==> config.mk <==
export PLATFORM = sky130hd
export DESIGN_NAME = key_note_sequencer
export DESIGN_NICKNAME = d
export VERILOG_FILES = /design/src/rtl/key_note_sequencer.sv
export SDC_FILE = /design/constraint.sdc
export NUM_CORES = 1
export LEC_CHECK = 0
export CAP_MARGIN = 15
export CORE_MARGIN = 3
export CORE_UTILIZATION = 40
export DETAILED_ROUTE_END_ITERATION = 10
export PLACE_DENSITY = 0.6
export SETUP_SLACK_MARGIN = 0.15
export SYNTH_ARGS = -nofsm -noshare
export SYNTH_HDL_FRONTEND = slang
export SYNTH_SLANG_ARGS = --single-unit
==> constraint.sdc <==
create_clock -name clk -period 7.8 [get_ports clk]
set_clock_uncertainty 0.05 [all_clocks]
set_input_delay 2.34 -clock clk [delete_from_list [all_inputs] [get_ports clk]]
set_output_delay 2.34 -clock clk [all_outputs]
set_load 0.02 [all_outputs]
==> src/rtl/key_note_sequencer.sv <==
// Piano key front end: sync, per-key debounce, monophonic lowest-key arbiter,
// note-on/note-off events over a valid/ready handshake.
module key_note_sequencer #(
  parameter int DEBOUNCE_CYCLES = 1_000_000,
  parameter int CNT_W           = 20
) (
  input  logic       clk,
  input  logic       rst,
  input  logic [7:0] key,
  input  logic       higher_8,
  input  logic       evt_ready,
  output logic       evt_valid,
  output logic       evt_on,
  output logic [3:0] evt_note,
  output logic       note_active,
  output logic [3:0] active_note
);

  typedef enum logic [1:0] {
    IDLE,
    SEND_ON,
    HOLD,
    SEND_OFF
  } state_t;

  localparam logic [CNT_W-1:0] CNT_MAX =
    CNT_W'(DEBOUNCE_CYCLES - 1);

  logic [7:0]       key_s1, key_s2, deb;
  logic             oct_s1, oct_s2;
  logic [CNT_W-1:0] cnt [8];

  state_t     state_q, state_d;
  logic [3:0] note_q, note_d;
  logic [2:0] own_q, own_d;
  logic [2:0] pick;

  always_ff @(posedge clk or posedge rst) begin
    if (rst) begin
      key_s1 <= '0;
      key_s2 <= '0;
      oct_s1 <= 1'b0;
      oct_s2 <= 1'b0;
    end else begin
      key_s1 <= key;
      key_s2 <= key_s1;
      oct_s1 <= higher_8;
      oct_s2 <= oct_s1;
    end
  end

  // A level is accepted only after it differs for DEBOUNCE_CYCLES samples
  always_ff @(posedge clk or posedge rst) begin
    if (rst) begin
      deb <= '0;
      for (int i = 0; i < 8; i++) cnt[i] <= '0;
    end else begin
      for (int i = 0; i < 8; i++) begin
        if (key_s2[i] == deb[i]) begin
          cnt[i] <= '0;
        end else if (cnt[i] == CNT_MAX) begin
          deb[i] <= key_s2[i];
          cnt[i] <= '0;
        end else begin
          cnt[i] <= cnt[i] + CNT_W'(1);
        end
      end
    end
  end

  always_comb begin
    pick = '0;
    for (int i = 7; i >= 0; i--) begin
      if (deb[i]) pick = 3'(i);
    end
  end

  always_ff @(posedge clk or posedge rst) begin
    if (rst) begin
      state_q <= IDLE;
      note_q  <= '0;
      own_q   <= '0;
    end else begin
      state_q <= state_d;
      note_q  <= note_d;
      own_q   <= own_d;
    end
  end

  // Owner and pitch are frozen from SEND_ON until the OFF handshake
  always_comb begin
    state_d = state_q;
    note_d  = note_q;
    own_d   = own_q;
    unique case (state_q)
      IDLE: begin
        if (|deb) begin
          own_d   = pick;
          note_d  = {oct_s2, pick};
          state_d = SEND_ON;
        end
      end
      SEND_ON: begin
        if (evt_ready) state_d = HOLD;
      end
      HOLD: begin
        if (!deb[own_q]) state_d = SEND_OFF;
      end
      SEND_OFF: begin
        if (evt_ready) state_d = IDLE;
      end
      default: state_d = IDLE;
    endcase
  end

  assign evt_valid   = (state_q == SEND_ON) ||
                       (state_q == SEND_OFF);
  assign evt_on      = (state_q == SEND_ON);
  assign evt_note    = note_q;
  assign note_active = (state_q == HOLD);
  assign active_note = (state_q == IDLE) ? 4'd0 : note_q;

endmodule

## Word-level counts from Yosys, hierarchy flattened

Cells that the tools add are included.

- Register bits: 195
- Input bits: 12
- Output and inout bits: 11
- Word-level logic and storage cells: 108

- Add/sub/neg operators: 8
- $lt $le $gt $ge: 1
- Eq/ne operators: 23
- Multiplexer cells: 32
- Bitwise operators: 8
- Reductions and logical operators: 13

Operators with widths:

| operator | count |
|---|---|
| two-way mux 20 bit | 16 |
| adder 20 x 1 -> 20 bit, second input constant | 8 |
| equality test 20 bit, second input constant | 8 |
| two-way mux 3 bit | 8 |
| AND reduction 2 bit | 9 |
| equality test 1 bit | 8 |
| two-way mux 2 bit | 4 |
| inequality test 2 bit, second input constant | 4 |
| inverter 1 bit | 8 |
| one-hot mux 2 bit (4 select lines) | 1 |
| OR reduction 8 bit | 1 |
| equality test 2 bit, second input constant | 2 |
| less-than comparator 3 x 4 -> 1 bit, second input constant | 1 |
| two-way mux 4 bit | 1 |
| AND reduction 4 bit | 1 |
| binary-select mux 1 bit (select 3 bit) | 1 |
| equality test 2 x 1 -> 1 bit, second input constant | 1 |
| zero test 2 bit | 1 |
| logical OR 1 bit | 1 |
| two-way mux 1 bit | 1 |

## Depth between registers and ports, before layout

- Depth in word-level cells: 8
- Depth in mapped cells: 8
- Mapped depth without buffers: 7

## Least setup slack after synthesis

OpenSTA, ideal clock, no wires.

- Path kind: register to output
- Start point: reg state_q[0]
- End point: out active_note[0]
- Data arrival time: 1.116 ns
- Data required time: 5.410 ns
- Slack: 4.294 ns
- Cell stages (with the launch flop): 5
- Buffers on the path: 1
- Cells stage by stage: dfrtp_1 -> inv_1 -> ha_1 -> clkbuf_1 -> nor2b_1

- Word-level cells in the longest chain between the ends: 2

Ends and longest elaborated chain:

| item | line | text |
|---|---|---|
| from (decl) | 33 | `state_t state_q, state_d;` |
| from (signal assigned) | 84 | `state_q <= state_d;` |
| zero test 2 bit | 121 | `assign active_note = (state_q == IDLE) ? 4'd0 : note_q;` |
| two-way mux 4 bit | 121 |  |
| to (decl) | 16 | `output logic [3:0] active_note` |

Every way passes these cells.

## Final worst setup path

- Start point: reg state_q[0]
- End point: out active_note[3]

Same word-level chain as after synthesis.

==> reports/metrics.yaml <==
status: "completed"
peakVddDrop_uv: 124
clk_pin_slew_worst_paths_ns: 0.08
die-area_sq_um: 24000
totalWireLength_mm: 15.5
synth_area_sq_um: 8860
drc_errors: 0
setup_violations: 0
synth_area_leaders: "dfrtp_1 (54%), xor2_1 (9.3%), nor2_1 (8.0%), xnor2_1 (5.6%), nand3_1 (3.8%)"
comb_power_share_pct: 7.0
grt_setup_unrepaired: "false"
power_mw: 2.02
intPower_mw: 1.51
hold_violations: 0
antenna_found_initial: 0
path_class: "reg -> out"
die_w_um: 155
drtIter0Drc: 335
numCtsBuffers: 17
path_max_fanout: 9
synth_edf_count: 0
clock.fmax_mhz: 222
synthCells: 870
synth_cell_types: 46
place_area_sq_um: 9330
synth_commonest_cells: "dfrtp_1 (192), nor2_1 (188), xor2_1 (94)"
synth_top_area_share_pct: 54.2
synth.largest_area_cell: "dfrtp_1"
holdWs_ns: 0.295
drv_slew: 0
hold_path.class: "reg -> reg"
grtUsageTotal_pct: 13.7
design_area_sq_um: 9900
ys_seq_elements: 192
ioPinCount: 23
grt_pass1_wl_mm: 27.7
seqCellArea_sq_um: 4800
multi_input_area_sq_um: 3870
drt-wirelength-per-cell_um: 13.1
p_sw_uw: 508
die_y_um: 155
synth_area_per_cell_sq_um: 10.2
ctsHoldBuffers: 0
power_per_cell_area_nw_per_um2: 204
final_core_util_pct: 46.2
final_antenna_net_count: 0
clockPowerShare_pct: 41.7
arrival_ns: 2.11
place_hpwl_mm: 10.1
area_growth_syn_to_layout_pct: 11.7
fp-row-count: 53
gr-total-overflow: 0
period_needed_ns: 4.50
port_buffers: 22
coreArea_sq_um: 21400
num_vias: 5882
cp.required_ns: 5.41
synth_ff_type: "dfrtp_1"
grt_max_degree: 144
fin_ws_ns: 3.30
slew_headroom_pct: 30.0
setup-tns-final_ns: 0
switching_share_pct: 25.2
cts_max_level: 4
drt_pass1_iterations: 4
placedCellCount: 1150
p_seq_share_pct: 51.3
clk_path_buf_depth: 2
n_fill_cell: 2025
final_cells: 1182
postCtsSetupRepairBufs: 0
worstSetupEndpointType: "output pin"
nets: 918
cp-start-kind: "flop"
drt-vias-per-instance: 4.98
root_buffer: "clkbuf_16"
ys_seq_area_share_pct: 54.2
cts_resized: 0
final.period_utilization_pct: 57.7
dp_slack_ns: 3.40
power_leakage_nw: 4.26
yosysMostFrequentCell: "dfrtp_1"
layout-drive-gt1-share_pct: 5.84
routabilityCongestion: 0.757
grt_pass1_vias: 5761
initial_core_util_pct: 41.4
yosysWarnings: 0
maxCapViolations: 0
tightest_slew_ns: 1.04
clkLatencyLatePin_ns: 0.43
cts.sinks: 192
mappedNetlistNets: 894
ys_async_sr_fraction_pct: 100
antennaDiodeCount: 0
cts_tree: "built"
[power by group through the flow]
stage	Combinational [mW]	Clock, mW	Sequential (mW)
after detailed placement	0.144	0	1.05
after CTS	0.144	0.874	1.03
final	0.141	0.842	1.03
after global placement	0.142	0	1.05
after floorplan	0.101	0	1.05
after global routing	0.161	0.914	1.04
[critical path, stage by stage, from the launching register on]
cell	delay [ns]
dfrtp_1	0.40
inv_1	0.08
ha_1	0.39
nor2b_1	0.19
clkdlybuf4s50_1	0.63
[sequential cells by signal, summed over array words and instances (netlist names)]
| signal | count |
|---|---|
| cnt | 160 |
| oct_s2 | 1 |
| state_q | 2 |
| deb | 8 |
| oct_s1 | 1 |
| key_s2 | 8 |
| evt_note | 4 |
| key_s1 | 8 |
[placed cells by master (no fill, tap or decap), types with 3 or more instances in the layout]
cell and n:
a21oi_1 5, nand4b_1 4, nand2_1 57, xor2_1 94
nand3b_1 3, nor4b_1 5, dfrtp_1 192, mux2_2 8
clkinv_4 4, inv_1 18, inv_8 4, clkdlybuf4s50_1 22
clkbuf_16 17, nand3_1 67, nor3_1 19, o21ai_0 3
or4_1 3, nor2b_1 4, nand4_1 32, xnor2_1 57
nor2_1 188, and3_1 25, or2_2 7, nor4_1 17
and4_1 7, ha_1 12, inv_6 4
[area by class of cell]
cell class / count / area share (%)
Multi-Input combinational cell: 641 / 39.1
Timing Repair Buffer: 23 / 2.30
Sequential cell: 192 / 48.5
Clock buffer: 19 / 4.58
Tap cell: 275 / 3.48
Clock inverter: 13 / 1.20
Inverter: 19 / 0.796
[final timing paths]
check	to	cells after the start	slack [ns]	start
max	active_note[3]	4	3.30	state_q[0]
min	key_s2[4]	0	0.29	key_s1[4]
max reg2reg	cnt[152]	5	5.51	cnt[146]
min reg2reg	key_s2[4]	0	0.29	key_s1[4]
max in group asynchronous	cnt[124]	3	3.95	rst
min in group asynchronous	cnt[13]	2	2.44	rst
[routing by layer]
metal / wire length [um] / GRT usage, %
met5: 0 / 0
met4: 127 / 3.28
met3: 491 / 3.39
met2: 6450 / 19.5
met1: 8380 / 21.1
[logic make-up (layout without fill, tap and decap cells)]
kind of cell | Yosys count | in the layout | synth area share, %
compound gates | 17 | 17 | 1.21
mux | 10 | 10 | 1.38
simple gates | 451 | 451 | 24.5
xor+xnor | 151 | 151 | 14.9
buf+inv | 37 | 74 | 2.08
fa+ha+maj | 12 | 12 | 1.69
flops | 192 | 192 | 54.2
No activity file was read; power rests on OpenSTA's default activity.
